==> config.mk <==
export PLATFORM = sky130hd
export DESIGN_NAME = cpu_reg_bank_flat
export DESIGN_NICKNAME = d
export VERILOG_FILES = /design/src/rtl/cpu_reg_bank_if.sv /design/src/rtl/cpu_reg_bank.sv /design/src/flat_wrapper.sv
export SDC_FILE = /design/constraint.sdc
export NUM_CORES = 1
export LEC_CHECK = 0
export CAP_MARGIN = 40
export CORE_ASPECT_RATIO = 1.4
export CORE_MARGIN = 5
export CORE_UTILIZATION = 30
export DETAILED_ROUTE_END_ITERATION = 12
export HOLD_SLACK_MARGIN = 0.12
export SLEW_MARGIN = 20
export SYNTH_ARGS = -nofsm -noshare
export SYNTH_HDL_FRONTEND = slang
export SYNTH_SLANG_ARGS = --single-unit
export TNS_END_PERCENT = 5
==> constraint.sdc <==
create_clock -name clk -period 2.31 [get_ports clk]
set_input_delay 0.693 -clock clk [delete_from_list [all_inputs] [get_ports clk]]
set_output_delay 0.693 -clock clk [all_outputs]
set_load 0.01 [all_outputs]
==> src/rtl/cpu_reg_bank_if.sv <==
// Register-bank access bundle: write port, stack port, two read ports and flags.
// The control side uses master; the register bank itself uses slave.
interface cpu_reg_bank_if #(
  parameter int WIDTH = 8,
  parameter int NREGS = 4
);
  localparam int SEL_W = (NREGS > 1) ? $clog2(NREGS) : 1;

  logic [SEL_W-1:0] wr_sel;
  logic [1:0]       wr_op;
  logic [WIDTH-1:0] wr_data;
  logic             sp_push;
  logic             sp_pop;
  logic [SEL_W-1:0] rd_a_sel;
  logic [SEL_W-1:0] rd_b_sel;
  logic [WIDTH-1:0] rd_a_data;
  logic [WIDTH-1:0] rd_b_data;
  logic             flag_z;
  logic             flag_n;

  modport master (
    output wr_sel, wr_op, wr_data, sp_push, sp_pop, rd_a_sel, rd_b_sel,
    input  rd_a_data, rd_b_data, flag_z, flag_n
  );

  modport slave (
    input  wr_sel, wr_op, wr_data, sp_push, sp_pop, rd_a_sel, rd_b_sel,
    output rd_a_data, rd_b_data, flag_z, flag_n
  );
endinterface

==> src/rtl/cpu_reg_bank.sv <==
// 2A03 register bank: indexed A/X/Y/S array with load/inc/dec write port,
// stack-pointer push/pop port, registered Z/N flags and two combinational reads.
module cpu_reg_bank #(
  parameter int               WIDTH   = 8,
  parameter int               NREGS   = 4,
  parameter logic [WIDTH-1:0] RST_VAL = '0,
  parameter int               SP_IDX  = 3,
  parameter logic [WIDTH-1:0] SP_RST  = 8'hFD
) (
  input  logic               clk,
  input  logic               rst_n,
  cpu_reg_bank_if.slave      bus
);

  localparam int SEL_W = (NREGS > 1) ? $clog2(NREGS) : 1;
  // A build whose SP_IDX lies outside the array simply has no stack register.
  localparam bit HAS_SP = (SP_IDX >= 0) && (SP_IDX < NREGS);
  localparam int SP_I   = HAS_SP ? SP_IDX : 0;

  typedef enum logic [1:0] {
    OP_HOLD = 2'b00,
    OP_LOAD = 2'b01,
    OP_INC  = 2'b10,
    OP_DEC  = 2'b11
  } wr_op_e;

  logic [WIDTH-1:0] regs_q [NREGS];
  logic [WIDTH-1:0] regs_d [NREGS];
  logic             flag_z_q, flag_z_d;
  logic             flag_n_q, flag_n_d;
  logic [WIDTH-1:0] wr_result;
  logic             wr_hit_sp;
  wr_op_e           op;

  assign op = wr_op_e'(bus.wr_op);

  always_ff @(posedge clk or negedge rst_n) begin
    if (!rst_n) begin
      for (int i = 0; i < NREGS; i++) begin
        regs_q[i] <= (i == SP_IDX) ? SP_RST : RST_VAL;
      end
      flag_z_q <= 1'b0;
      flag_n_q <= 1'b0;
    end else begin
      regs_q   <= regs_d;
      flag_z_q <= flag_z_d;
      flag_n_q <= flag_n_d;
    end
  end

  // Out-of-range wr_sel matches no entry, so it changes neither state nor flags.
  always_comb begin
    regs_d    = regs_q;
    flag_z_d  = flag_z_q;
    flag_n_d  = flag_n_q;
    wr_result = '0;
    wr_hit_sp = 1'b0;
    for (int i = 0; i < NREGS; i++) begin
      if (op != OP_HOLD && bus.wr_sel == SEL_W'(i)) begin
        case (op)
          OP_LOAD: wr_result = bus.wr_data;
          OP_INC:  wr_result = regs_q[i] + WIDTH'(1);
          OP_DEC:  wr_result = regs_q[i] - WIDTH'(1);
          default: wr_result = regs_q[i];
        endcase
        regs_d[i] = wr_result;
        if (i == SP_IDX) begin
          wr_hit_sp = 1'b1;
        end else begin
          flag_z_d = (wr_result == '0);
          flag_n_d = wr_result[WIDTH-1];
        end
      end
    end
    // The write port owns S when it targets it; push and pop together cancel.
    if (HAS_SP && !wr_hit_sp && (bus.sp_push ^ bus.sp_pop)) begin
      regs_d[SP_I] = bus.sp_push ? (regs_q[SP_I] - WIDTH'(1))
                                 : (regs_q[SP_I] + WIDTH'(1));
    end
  end

  always_comb begin
    bus.rd_a_data = '0;
    bus.rd_b_data = '0;
    for (int i = 0; i < NREGS; i++) begin
      if (bus.rd_a_sel == SEL_W'(i)) bus.rd_a_data = regs_q[i];
      if (bus.rd_b_sel == SEL_W'(i)) bus.rd_b_data = regs_q[i];
    end
  end

  assign bus.flag_z = flag_z_q;
  assign bus.flag_n = flag_n_q;

endmodule
==> src/flat_wrapper.sv <==
// flat-port wrapper written by rule: the top's interface ports become plain ports
module cpu_reg_bank_flat 
#(
  parameter int               WIDTH   = 8,
  parameter int               NREGS   = 4,
  parameter logic [WIDTH-1:0] RST_VAL = '0,
  parameter int               SP_IDX  = 3,
  parameter logic [WIDTH-1:0] SP_RST  = 8'hFD
)
  (clk, rst_n, bus_wr_sel, bus_wr_op, bus_wr_data, bus_sp_push, bus_sp_pop, bus_rd_a_sel, bus_rd_b_sel, bus_rd_a_data, bus_rd_b_data, bus_flag_z, bus_flag_n);
  cpu_reg_bank_if #(.WIDTH(WIDTH), .NREGS(NREGS)) bus_i ();
  input  logic clk;
  input  logic rst_n;
  input wire logic [$bits(bus_i.wr_sel)-1:0] bus_wr_sel;
  input wire logic [$bits(bus_i.wr_op)-1:0] bus_wr_op;
  input wire logic [$bits(bus_i.wr_data)-1:0] bus_wr_data;
  input wire logic [$bits(bus_i.sp_push)-1:0] bus_sp_push;
  input wire logic [$bits(bus_i.sp_pop)-1:0] bus_sp_pop;
  input wire logic [$bits(bus_i.rd_a_sel)-1:0] bus_rd_a_sel;
  input wire logic [$bits(bus_i.rd_b_sel)-1:0] bus_rd_b_sel;
  output wire logic [$bits(bus_i.rd_a_data)-1:0] bus_rd_a_data;
  output wire logic [$bits(bus_i.rd_b_data)-1:0] bus_rd_b_data;
  output wire logic [$bits(bus_i.flag_z)-1:0] bus_flag_z;
  output wire logic [$bits(bus_i.flag_n)-1:0] bus_flag_n;
  assign bus_i.wr_sel = bus_wr_sel;
  assign bus_i.wr_op = bus_wr_op;
  assign bus_i.wr_data = bus_wr_data;
  assign bus_i.sp_push = bus_sp_push;
  assign bus_i.sp_pop = bus_sp_pop;
  assign bus_i.rd_a_sel = bus_rd_a_sel;
  assign bus_i.rd_b_sel = bus_rd_b_sel;
  assign bus_rd_a_data = bus_i.rd_a_data;
  assign bus_rd_b_data = bus_i.rd_b_data;
  assign bus_flag_z = bus_i.flag_z;
  assign bus_flag_n = bus_i.flag_n;
  cpu_reg_bank #(.WIDTH(WIDTH), .NREGS(NREGS), .RST_VAL(RST_VAL), .SP_IDX(SP_IDX), .SP_RST(SP_RST)) u_core (.clk(clk), .rst_n(rst_n), .bus(bus_i));
endmodule
# ---- Word level (Yosys, flattened, before mapping)
# Cells that the tools add are included.
dict set report totals {
  in_bits 20
  ff_bits 34
  elab_cells 69
  output_inout_bits 18
}
dict set report op_classes {
  addsub 8
  muxes 25
  eq_ne 12
  bitwise_logic 1
  reduce_logical 17
}
# operator n
set ops {}
lappend ops {{8-bit two-way mux} 14}
lappend ops {{8-bit case mux with 3 select lines} 4}
lappend ops {{8-bit by 1-bit adder with 8-bit output, second input constant} 4}
lappend ops {{8-bit by 1-bit subtractor with 8-bit output, second input constant} 4}
lappend ops {{8-bit zero test} 3}
lappend ops {{2-bit == test, second input constant} 8}
lappend ops {{2-bit by 1-bit == test with 1-bit output, second input constant} 4}
lappend ops {{1-bit two-way mux} 7}
lappend ops {{2-bit zero test} 3}
lappend ops {{1-bit logical AND} 5}
lappend ops {{2-bit nonzero test} 2}
lappend ops {{4-bit nonzero test} 1}
lappend ops {{3-bit nonzero test} 1}
lappend ops {{2-bit AND reduction} 1}
lappend ops {{1-bit zero test} 1}
lappend ops {{1-bit XOR} 1}

# ---- Depth between registers and ports, before layout
# Gate-level depths: netlist of run 1.
dict set report logic_depth {
  word_depth 7
  mapped_depth 12
}

# ---- Least setup slack after synthesis of run 1
# No wires, ideal clock.
dict set report synth_timing {
  kind {input-to-reg}
  startpoint {input port bus_wr_op[1]}
  endpoint {register u_core.flag_z_q (netlist: u_core.bus.flag_z)}
  setup_ps 94
  path_stages 11
  slack_ps -611
  t_arrival_ps 2827
  n_path_buf 1
  required_time_ps 2216
  cell_sequence {nand2_1 > buf_1 > xnor2_1 > ha_1 > or4_4 > a21o_1 > a31oi_1 > xnor2_1 > a21oi_1 > nand4_1 > a211oi_1}
}
dict set report synth_between {
  elab_chain_len 7
  word_cells_on_any_way 20
}
# item line_no
set synth_rtl {}
lappend synth_rtl {{start: declaration} flat_wrapper.sv:15} ;# input wire logic [$bits(bus_i.wr_op)-1:0] bus_wr_op;
lappend synth_rtl {{2-bit == test / 2-bit by 1-bit == test with 1-bit output (equally long branches)} cpu_reg_bank.sv:60} ;# case (op)
lappend synth_rtl {{8-bit case mux with 3 select lines} cpu_reg_bank.sv:60}
lappend synth_rtl {{8-bit two-way mux} cpu_reg_bank.sv:59} ;# if (op != OP_HOLD && bus.wr_sel == SEL_W'(i)) begin
lappend synth_rtl {{8-bit zero test} cpu_reg_bank.sv:70} ;# flag_z_d = (wr_result == '0);
lappend synth_rtl {{1-bit two-way mux (3 in series)} cpu_reg_bank.sv:59}
lappend synth_rtl {{end signal: assignment} cpu_reg_bank.sv:46} ;# flag_z_q <= flag_z_d;
lappend synth_rtl {{end: declaration} cpu_reg_bank.sv:29} ;# logic flag_z_q, flag_z_d;
# Parallel ways exist; a longest one is shown, timed or not. The select of a mux whose other input is x is not followed.
# A chain may end at the register's enable or synchronous reset.

# ---- Worst setup path in the final report of run 1
# Ends and elaborated chain as after synthesis.

==> flow_metrics.env, run 1 <==
export IMPL_outcome="finished with violations"
export IMPL_violations="negative setup slack"
export IMPL_cp_required_ns=2.51
export IMPL_dieArea_um2=15200
export IMPL_multi_input_area_um2=2950
export IMPL_core_area_um2=12700
export IMPL_p_per_area_nw_per_um2=916
export IMPL_r2r_start="u_core.regs_q[17]"
export IMPL_reg2reg_slack_ns=-0.17
export IMPL_finalHoldViolCount=0
export IMPL_ant_nets=0
export IMPL_initial_utilization_pct=30.3
export IMPL_rr_endpoint="u_core.bus.flag_z"
export IMPL_fin_skew_ns=0.00733
export IMPL_drc=0
export IMPL_grt_pass1_wl_mm=23.2
export IMPL_die_w_um=106
export IMPL_crit_type="in2reg"
export IMPL_grt_overflow=0
export IMPL_crit_fanout=6
export IMPL_cts_clk_slew_worst_paths_ns=0.06
export IMPL_chipHeight_um=144
export IMPL_max_stage_delay_ns=0.44
export IMPL_synthAdderAreaFrac_pct=2.93
export IMPL_finalWirelength_mm=14.7
export IMPL_grt_pass1_vias=4375
export IMPL_regArea_um2=860
export IMPL_layout_drive_gt1_share_pct=37.8
export IMPL_cts_tree="built"
export IMPL_ctsHoldBuffers=0
export IMPL_startpoint_type="primary input"
export IMPL_final_common_cell="buf_4"
export IMPL_num_rows=49
export IMPL_grt_max_degree=35
export IMPL_cts_made_buffers=5
export IMPL_place_port_buffers=37
export IMPL_slowest_stage="or4_4"
export IMPL_area_growth_pct=45.9
export IMPL_cp_cell_sequence="buf_6 -> nand2_8 -> xnor2_2 -> ha_2 -> or4_4 -> a21o_1 -> a31oi_4 -> xnor2_2 -> a21oi_2 -> nand4_1 -> a211oi_2"
export IMPL_antenna_cells=0
export IMPL_synthMuxAreaShare_pct=16.2
export IMPL_wl_per_cell_um=19.4
export IMPL_synth_compound_area_share_pct=23.2
export IMPL_cts_sinks=34
export IMPL_place_gp_congestion=0.928
export IMPL_drv_slew=0
export IMPL_worstHoldPathType="in2async"
export IMPL_synth_nets=510
export IMPL_ir_drop_v=0.000471
export IMPL_drv_cap=0
export IMPL_ys_ff_latch=34
export IMPL_synth_area_um2=3850
export IMPL_synth_main_ff_cell="dfrtp_1"
export IMPL_cp_end_kind="flop"
export IMPL_cp_common_cell="xnor2_2"
export IMPL_nets=634
export IMPL_dpl_hpwl_mm=11.4
export IMPL_worst_pin_slew_ns=0.567
export IMPL_ys_warnings_count=0
export IMPL_cellLeakagePower_uw=0.00235
export IMPL_maxSlewHeadroom_pct=61.6
export IMPL_fin_ws_ns=-0.190
export IMPL_fmax_mhz=400
export IMPL_reg2regPathDepth=9
export IMPL_antenna_found_initial=0
export IMPL_synth_top_family_by_area="compound AO/OA/AOI/OAI gates"
export IMPL_synth_edf_count=0
export IMPL_pin_count=38
export IMPL_cts_root_buf="clkbuf_16"
export IMPL_synthSimpleGateAreaFrac_pct=22.6
export IMPL_first_pass_iters=5
export IMPL_yosysUniqueCellTypes=69
export IMPL_clockBufferDepth=2
export IMPL_drtIter0Drc=329
export IMPL_crit_arrival_ns=2.70
export IMPL_async_flop_share_pct=100
export IMPL_finalCritPeriodShare_pct=108
export IMPL_most_common_layout_cells="buf_4 (120), nand2_1 (56), o21ai_0 (42), nor2_1 (33), dfrtp_1 (27)"
export IMPL_grtUsageTotal_pct=19.3
export IMPL_dpl_cell_count=744
export IMPL_fillers=1237
export IMPL_finish_utilization_pct=44.2
export IMPL_h_tree_depth=2
export IMPL_setup_violations=4
export IMPL_viasPerCell=5.79
export IMPL_ys_seq_area_share_pct=22.3
export IMPL_synth_xor_area_share_pct=6.60
export IMPL_rsz0062_at_grt="yes"
export IMPL_final_cells=759
export IMPL_synth_area_per_cell_um2=8.00
export IMPL_via_count=4397
export IMPL_clkLatencyLatePin_ns=0.29
export IMPL_netlist_instances=481
export IMPL_period_needed_ns=2.50
-- flip-flops by register name, summed over array words and instances, names as in the netlist --
name               cells
u_core.bus.flag_n      1
u_core.regs_q         32
u_core.bus.flag_z      1
-- worst max-delay path by stage --
stage	startpoint	to	slack (ns)	cells past startpoint
2_1_floorplan	bus_wr_op[1]	u_core.bus.flag_z	-0.24	11
3_3_place_gp	bus_rd_b_sel[1]	bus_rd_b_data[2]	-0.74	4
3_5_place_dp	bus_rd_b_sel[1]	bus_rd_b_data[4]	-0.76	4
4_1_cts	bus_wr_op[1]	u_core.bus.flag_z	-0.18	11
5_1_grt	bus_wr_op[1]	u_core.bus.flag_z	-0.35	9
6_report	bus_wr_op[1]	u_core.bus.flag_z	-0.19	11
-- layer usage --
layer	global-route usage [%]	routed length [µm]	vias up
met3	2.05	647	32
met4	8.39	465	0
met5	0	0	-
met1	22.5	5920	2150
met2	35.9	7700	163
li1	-	-	2052
-- worst max-delay path, delay by kind of cell --
kind                     cells  cell delay [ns]
buffers and inverters        1             0.09
AND/OR/NAND/NOR              3             0.72
XOR/XNOR                     2             0.24
adder cells (fa/ha/maj)      1             0.19
AO/OA/AOI/OAI                4             0.77
-- where the power goes --
group          switching, µW  internal [µW]  total [µW]
Combinational           1480           1690        3170
Clock                    283            509         792
Sequential               341            842        1180
Total                   2100           3040        5140
-- metrics by stage --
stage          hold slack (ns)  cell area (µm²)  total power [µW]  setup TNS, ns  setup slack, ns
3_3_place_gp             0.536             5250              4090         -15.01           -0.744
4_1_cts                  0.469             5470              4990         -0.308           -0.179
3_5_place_dp             0.513             5250              4170         -15.61           -0.765
2_1_floorplan            0.397             3900              2780          -1.11           -0.239
5_1_grt                  0.481             5610              5490         -0.790           -0.346
6_report                 0.445             5610              5140         -0.410           -0.190
-- synthesized netlist by cell type (11+ instances only) --
master	n	area share, %
nand2_1	57	5.6
o21ai_0	45	5.9
nor2_1	33	3.2
clkbuf_1	31	3.0
a21oi_1	28	3.6
dfrtp_1	27	18
nand3_1	21	2.7
xnor2_1	20	4.6
mux4_2	17	10
mux2i_1	15	3.9
nor3_1	13	1.7
buf_2	11	1.4
-- area by class of cell --
| class | count | share of cell area (%) |
|---|---|---|
| Timing Repair Buffer | 167 | 25.0 |
| Clock inverter | 3 | 0.803 |
| Multi-Input combinational cell | 390 | 52.7 |
| Sequential cell | 34 | 15.3 |
| Clock buffer | 5 | 2.23 |
| Inverter | 7 | 0.580 |
| Tap cell | 153 | 3.41 |
-- what timing repair did --
| item | CTS | global route |
|---|---|---|
| gates resized for setup | 98 | 23 |
| setup buffers | 3 | 5 |
| endpoints found under the setup margin | 21 | 10 |
| pin swaps | 14 | 11 |
-- kinds of logic after synthesis --
group,count (synthesis)
compound gates,137
xor+xnor,29
fa+ha+maj,9
buf+inv,57
flops,34
mux,40
simple gates,175
No activity file was read; power rests on OpenSTA's default activity.
==> run 2, diff against run 1 <==
--- a/config.mk
+++ b/config.mk
@@ -11,7 +11,6 @@
 export CORE_UTILIZATION = 30
 export DETAILED_ROUTE_END_ITERATION = 12
 export HOLD_SLACK_MARGIN = 0.12
-export SLEW_MARGIN = 20
 export SYNTH_ARGS = -nofsm -noshare
 export SYNTH_HDL_FRONTEND = slang
 export SYNTH_SLANG_ARGS = --single-unit
==> results of run 2 <==
No change in the layout: final DEF, timing and power equal those of run 1.
==> run 3, diff against run 2 <==
--- a/config.mk
+++ b/config.mk
@@ -14,4 +14,4 @@
 export SYNTH_ARGS = -nofsm -noshare
 export SYNTH_HDL_FRONTEND = slang
 export SYNTH_SLANG_ARGS = --single-unit
-export TNS_END_PERCENT = 5
+export TNS_END_PERCENT = 100
==> run 3 against run 2 <==
Compared with the run above:
- the run still ends with negative setup slack left
- register-to-register slack better by 0.02 ns
- non-clock buffer count is 3 higher
- clock skew is 0.0016 ns higher
- critical path type unchanged
- critical endpoint unchanged
- hold slack better by 0.0073 ns
- sequential share of layout area is 0.24 points higher
- fmax is 0.43% higher
- sequential power hardly changed
==> flow_metrics.env, run 3 (synthesis gave the netlist of run 1 again) <==
export IMPL_wl_per_cell_um=19.2
export IMPL_initial_utilization_pct=30.3
export IMPL_fillers=1230
export IMPL_grt_overflow=0
export IMPL_cts_tree="built"
export IMPL_max_stage_delay_ns=0.45
export IMPL_whs_ns=0.453
export IMPL_grt_pass1_wl_mm=23.6
export IMPL_startpoint_type="primary input"
export IMPL_via_count=4364
export IMPL_place_gp_congestion=0.954
export IMPL_slowest_stage="or4_4"
export IMPL_drc=0
export IMPL_die_w_um=106
export IMPL_cp_required_ns=2.51
export IMPL_worstHoldPathType="in2async"
export IMPL_h_tree_depth=2
export IMPL_most_common_layout_cells="buf_4 (123), nand2_1 (56), o21ai_0 (42), nor2_1 (33), a21oi_1 (27)"
export IMPL_antenna_found_initial=0
export IMPL_first_pass_iters=5
export IMPL_ant_nets=0
export IMPL_r2r_start="u_core.regs_q[17]"
export IMPL_area_growth_pct=44.1
export IMPL_period_needed_ns=2.49
export IMPL_core_area_um2=12700
export IMPL_antenna_cells=0
export IMPL_cellLeakagePower_uw=0.00234
export IMPL_rr_endpoint="u_core.bus.flag_z"
export IMPL_cp_end_kind="flop"
export IMPL_reg2regPathDepth=9
export IMPL_maxSlewHeadroom_pct=59.8
export IMPL_ir_drop_v=0.000549
export IMPL_ctsHoldBuffers=0
export IMPL_finalCritPeriodShare_pct=108
export IMPL_grt_pass1_vias=4421
export IMPL_crit_fanout=5
export IMPL_cts_made_buffers=5
export IMPL_reg2reg_slack_ns=-0.15
export IMPL_largest_reg_flops=32
export IMPL_drv_slew=0
export IMPL_grt_max_degree=35
export IMPL_crit_type="in2reg"
export IMPL_p_per_area_nw_per_um2=897
export IMPL_drv_cap=0
export IMPL_worst_pin_slew_ns=0.595
export IMPL_rsz0062_at_grt="yes"
export IMPL_violations="negative setup slack"
export IMPL_drtIter0Drc=376
export IMPL_top_register="u_core.regs_q"
export IMPL_dieArea_um2=15200
export IMPL_fin_skew_ns=0.00897
export IMPL_fin_ws_ns=-0.179
export IMPL_chipHeight_um=144
export IMPL_crit_arrival_ns=2.69
export IMPL_place_port_buffers=37
export IMPL_pin_count=38
export IMPL_cts_sinks=34
export IMPL_grtUsageTotal_pct=19.6
export IMPL_finalHoldViolCount=0
export IMPL_final_common_cell="buf_4"
export IMPL_outcome="finished with violations"
export IMPL_cts_root_buf="clkbuf_16"
export IMPL_tns_ns=-0.295
export IMPL_finalWirelength_mm=14.6
export IMPL_layout_drive_gt1_share_pct=37.6
export IMPL_cts_clk_slew_worst_paths_ns=0.06
export IMPL_fmax_mhz=402
export IMPL_clkLatencyLatePin_ns=0.29
export IMPL_cp_cell_sequence="buf_8 -> nand2_8 -> xnor2_2 -> ha_2 -> or4_4 -> a21o_1 -> a31oi_1 -> xnor2_1 -> a21oi_1 -> nand4_1 -> a211oi_2"
export IMPL_viasPerCell=5.73
export IMPL_dpl_hpwl_mm=11.2
export IMPL_clockBufferDepth=2
export IMPL_num_rows=49
export IMPL_nets=637
export IMPL_setup_violations=2
## run 3: cell type report
type	count	area, µm²	area share, %
Clock buffer	5	125	2.26
Clock inverter	3	40.0	0.723
Timing Repair Buffer	170	1390	25.0
Sequential cell	34	862	15.6
Inverter	7	26.3	0.474
Multi-Input combinational cell	390	2910	52.5
Tap cell	153	191	3.45
## run 3: layer usage
| layer | wire length [µm] | GRT usage, % |
|---|---|---|
| met5 | 0 | 0 |
| met3 | 775 | 2.72 |
| met1 | 5850 | 23.3 |
| met4 | 403 | 7.44 |
| met2 | 7570 | 35.9 |
## run 3: stage by stage
stage	instances	power, µW	area [µm²]	util (%)	setup WS (ns)
2_1_floorplan	481	2790	3930	-	-0.239
5_1_grt	762	5320	5540	43.7	-0.263
3_5_place_dp	745	4050	5180	40.8	-0.791
3_3_place_gp	745	4000	5180	40.8	-0.771
4_1_cts	759	4870	5440	42.9	-0.167
6_report	762	4970	5540	43.7	-0.179
## run 3: worst max-delay path: cells and delay by family
family	cells	cell delay [ns]
AND/OR/NAND/NOR	3	0.73
buffers and inverters	1	0.09
AO/OA/AOI/OAI	4	0.72
adder cells (fa/ha/maj)	1	0.22
XOR/XNOR	2	0.25
## run 3: power by group
group | switching (µW) | leakage, µW | internal (µW)
clock network | 278 | 0.0000836 | 505
registers | 362 | 0.000401 | 843
logic | 1410 | 0.00186 | 1570
## run 3: repair_timing
item | CTS | global route
gates cloned | 0 | 0
buffers inserted | 6 | 3
pin swaps | 10 | 2
endpoints found under the setup margin | 20 | 15
resized for setup | 108 | 16
## run 3: how the worst max path moves through the flow
stage | startpoint | to | slack, ns | depth (start not counted)
global route | bus_wr_op[0] | u_core.bus.flag_z | -0.26 | 12
CTS | bus_wr_op[0] | u_core.bus.flag_z | -0.17 | 11
detailed placement | bus_rd_b_sel[1] | bus_rd_b_data[4] | -0.79 | 4
finish | bus_wr_op[0] | u_core.bus.flag_z | -0.18 | 11
global placement | bus_rd_b_sel[1] | bus_rd_b_data[5] | -0.77 | 4
floorplan | bus_wr_op[1] | u_core.bus.flag_z | -0.24 | 11
==> RTL edit (config.mk and constraints of run 2) <==
`WIDTH` is set to 8 in 3 places; all go to 12.
--- a/src/rtl/cpu_reg_bank_if.sv
+++ b/src/rtl/cpu_reg_bank_if.sv
@@ -1,7 +1,7 @@
 // Register-bank access bundle: write port, stack port, two read ports and flags.
 // The control side uses master; the register bank itself uses slave.
 interface cpu_reg_bank_if #(
-  parameter int WIDTH = 8,
+  parameter int WIDTH = 12,
   parameter int NREGS = 4
 );
   localparam int SEL_W = (NREGS > 1) ? $clog2(NREGS) : 1;
--- a/src/rtl/cpu_reg_bank.sv
+++ b/src/rtl/cpu_reg_bank.sv
@@ -1,7 +1,7 @@
 // 2A03 register bank: indexed A/X/Y/S array with load/inc/dec write port,
 // stack-pointer push/pop port, registered Z/N flags and two combinational reads.
 module cpu_reg_bank #(
-  parameter int               WIDTH   = 8,
+  parameter int               WIDTH   = 12,
   parameter int               NREGS   = 4,
   parameter logic [WIDTH-1:0] RST_VAL = '0,
   parameter int               SP_IDX  = 3,
--- a/src/flat_wrapper.sv
+++ b/src/flat_wrapper.sv
@@ -1,7 +1,7 @@
 // flat-port wrapper written by rule: the top's interface ports become plain ports
 module cpu_reg_bank_flat 
 #(
-  parameter int               WIDTH   = 8,
+  parameter int               WIDTH   = 12,
   parameter int               NREGS   = 4,
   parameter logic [WIDTH-1:0] RST_VAL = '0,
   parameter int               SP_IDX  = 3,
Interface: changed (resized bus_rd_a_data, bus_rd_b_data and bus_wr_data); port bits go from 38 to 50. No check against the original RTL was run, so the function may have changed too.
==> RTL edit against run 2 <==
  * The flow still finishes with violations (setup timing)
  * Core utilization is 1.0 points lower
  * Power is 34% higher
  * Highest routed layer unchanged
  * Count of clock-buffer cells in the layout is 2 higher
  * Largest power group unchanged
  * Routed wire length is 69% higher
  * Final area is 53% higher
  * Synthesized area is 57% higher
  * Sequential cell count is 16 higher
  * Critical path type unchanged
  * First-iteration DRC count is 40% higher
  * Setup slack worse by 0.18 ns
  * Hold slack worse by 0.073 ns
==> RTL edit: results (changes against run 2) <==
| Metric | Value |
|---|---|
| Status | finished with violations (unchanged) |
| Worst hold margin | 0.372 ns (was 0.445 ns) |
| Peak supply drop | 0.398 mV (was 0.471 mV) |
| Failing checks | setup timing (unchanged) |
| First-pass GRT wire length | 38700 um (was 23200 um) |
| Vias | 7040 (was 4397) |
| Launching point of the worst reg2reg path | u_core.regs_q[25]$_DFFE_PN0P_ (was u_core.regs_q[17]$_DFFE_PN0P_) |
| Final setup violation count | 14 (was 4) |
| Max FFs per register | 48 (was 32) |
| Clock-pin slew on the worst setup and hold paths | 0.08 ns (was 0.06 ns) |
| Final nets | 1003 (was 634) |
| Post-DP HPWL | 19000 um (was 11400 um) |
| Worst setup startpoint | bus_wr_op[0] (was bus_wr_op[1]) |
| Fill cells | 1975 (was 1237) |
| GPL Wtd Cong | 0.952 (was 0.928) |
| Vias in the first global route | 6809 (was 4375) |
| Synth top area cells | dfrtp_1 18%, mux4_2 9.0%, nand2_1 6.7% (was dfrtp_1 18%, mux4_2 10%, o21ai_0 5.9%) |
| GRT Util Overall | 21.7% (was 19.3%) |
| Total Routed Length | 24900 um (was 14700 um) |
| Syn nets | 822 (was 510) |
| Setup WS post-layout | -0.371 ns (was -0.190 ns) |
| Port buffer count | 49 (was 37) |
| Synth unique cells | 78 (was 69) |
| Static leakage | 0.00362 uW (was 0.00235 uW) |
| Seq/Total Area, Yosys | 20.9% (was 22.3%) |
| WP data arrival | 2.90 ns (was 2.70 ns) |
| R2R Setup Slk | -0.30 ns (was -0.17 ns) |
| Top cells by count, synth | 107 x nand2_1, 63 x o21ai_0, 55 x clkbuf_1 (was 57 x nand2_1, 45 x o21ai_0, 33 x nor2_1) |
| Crit path max fanout | 5 (was 6) |
| First DRT Iteration DRCs | 462 (was 329) |
-- RTL edit: cell types whose count changed in the layout (fill, tap and decap cells not counted), moves of 12 or more --
| cell | before | now |
|---|---|---|
| a21oi_1 | 26 | 38 |
| a31oi_1 | 4 | 16 |
| buf_4 | 120 | 192 |
| dfrtp_1 | 27 | 41 |
| nand2_1 | 56 | 106 |
| nor2_1 | 33 | 49 |
| o21ai_0 | 42 | 58 |
-- RTL edit: power by group --
| part | leakage, uW | switching [uW] | internal (uW) | total (uW) |
|---|---|---|---|---|
| Sequential | 0.000605 | 377 | 1190 | 1560 |
| Clock | 0.0000739 | 387 | 433 | 820 |
| Combinational | 0.00294 | 2250 | 2240 | 4490 |
| Total | 0.00362 | 3010 | 3860 | 6880 |
-- RTL edit: logic make-up after synthesis --
logic type,synth area share (%)
simple gates,23.8
compound gates,25.0
buf+inv,6.81
mux,14.3
flops,20.9
xor+xnor,6.54
fa+ha+maj,2.66
-- RTL edit: layout make-up --
type                       instances  share of cell area [%]
multi-input combinational        636                    53.8
timing repair buffer             256                    25.3
sequential                        50                    14.7
tap                              252                    3.68
clock buffer                       7                    1.66
inverter                          18                   0.788
clock inverter                     1                  0.0584
-- RTL edit: metal layers --
metal	up-vias	wire length, um	part of all wire [%]	global-route usage [%]
li1	3273	-	-	-
met1	3416	9620	39	25.6
met2	287	12900	52	39.1
met3	64	1290	5.2	2.80
met4	0	1000	4.0	8.88
met5	-	0	0	0
-- RTL edit: stage by stage --
stage,power [uW],utilization [%],area [sq um],TNS [ns]
final,6880,43.2,8570,-2.31
after global routing,7330,43.2,8570,-4.04
after CTS,6750,42.6,8450,-2.13
after detailed placement,5870,40.9,8110,-32.66
after global placement,5820,40.9,8110,-32.37
after floorplan,3900,-,6110,-11.71
-- RTL edit: worst max path at each step --
stage,slack [ns],to,depth (start not counted)
global route,-0.46,u_core.bus.flag_z$_DFFE_PN0P_,13
finish,-0.37,u_core.bus.flag_z$_DFFE_PN0P_,13
CTS,-0.36,u_core.bus.flag_z$_DFFE_PN0P_,13
floorplan,-0.89,u_core.bus.flag_z$_DFFE_PN0P_,15
detailed placement,-0.86,u_core.bus.flag_z$_DFFE_PN0P_,12
global placement,-0.87,u_core.bus.flag_z$_DFFE_PN0P_,12
-- RTL edit: worst max-delay path, stage by stage --
cell      delay [ns]
buf_8           0.09
nand2_8         0.07
buf_6           0.12
xnor2_2         0.12
ha_2            0.18
or4_4           0.42
a21o_1          0.21
nand4_1         0.09
nand4_1         0.10
a221oi_1        0.20
and4_1          0.27
nand4_1         0.13
o211ai_1        0.19
-- RTL edit: repair_timing --
action | in CTS | in global routing
buffers inserted | 1 | 1
pin swaps | 17 | 13
cloned | 2 | 0
resized for setup | 170 | 27
setup endpoints to repair | 42 | 33
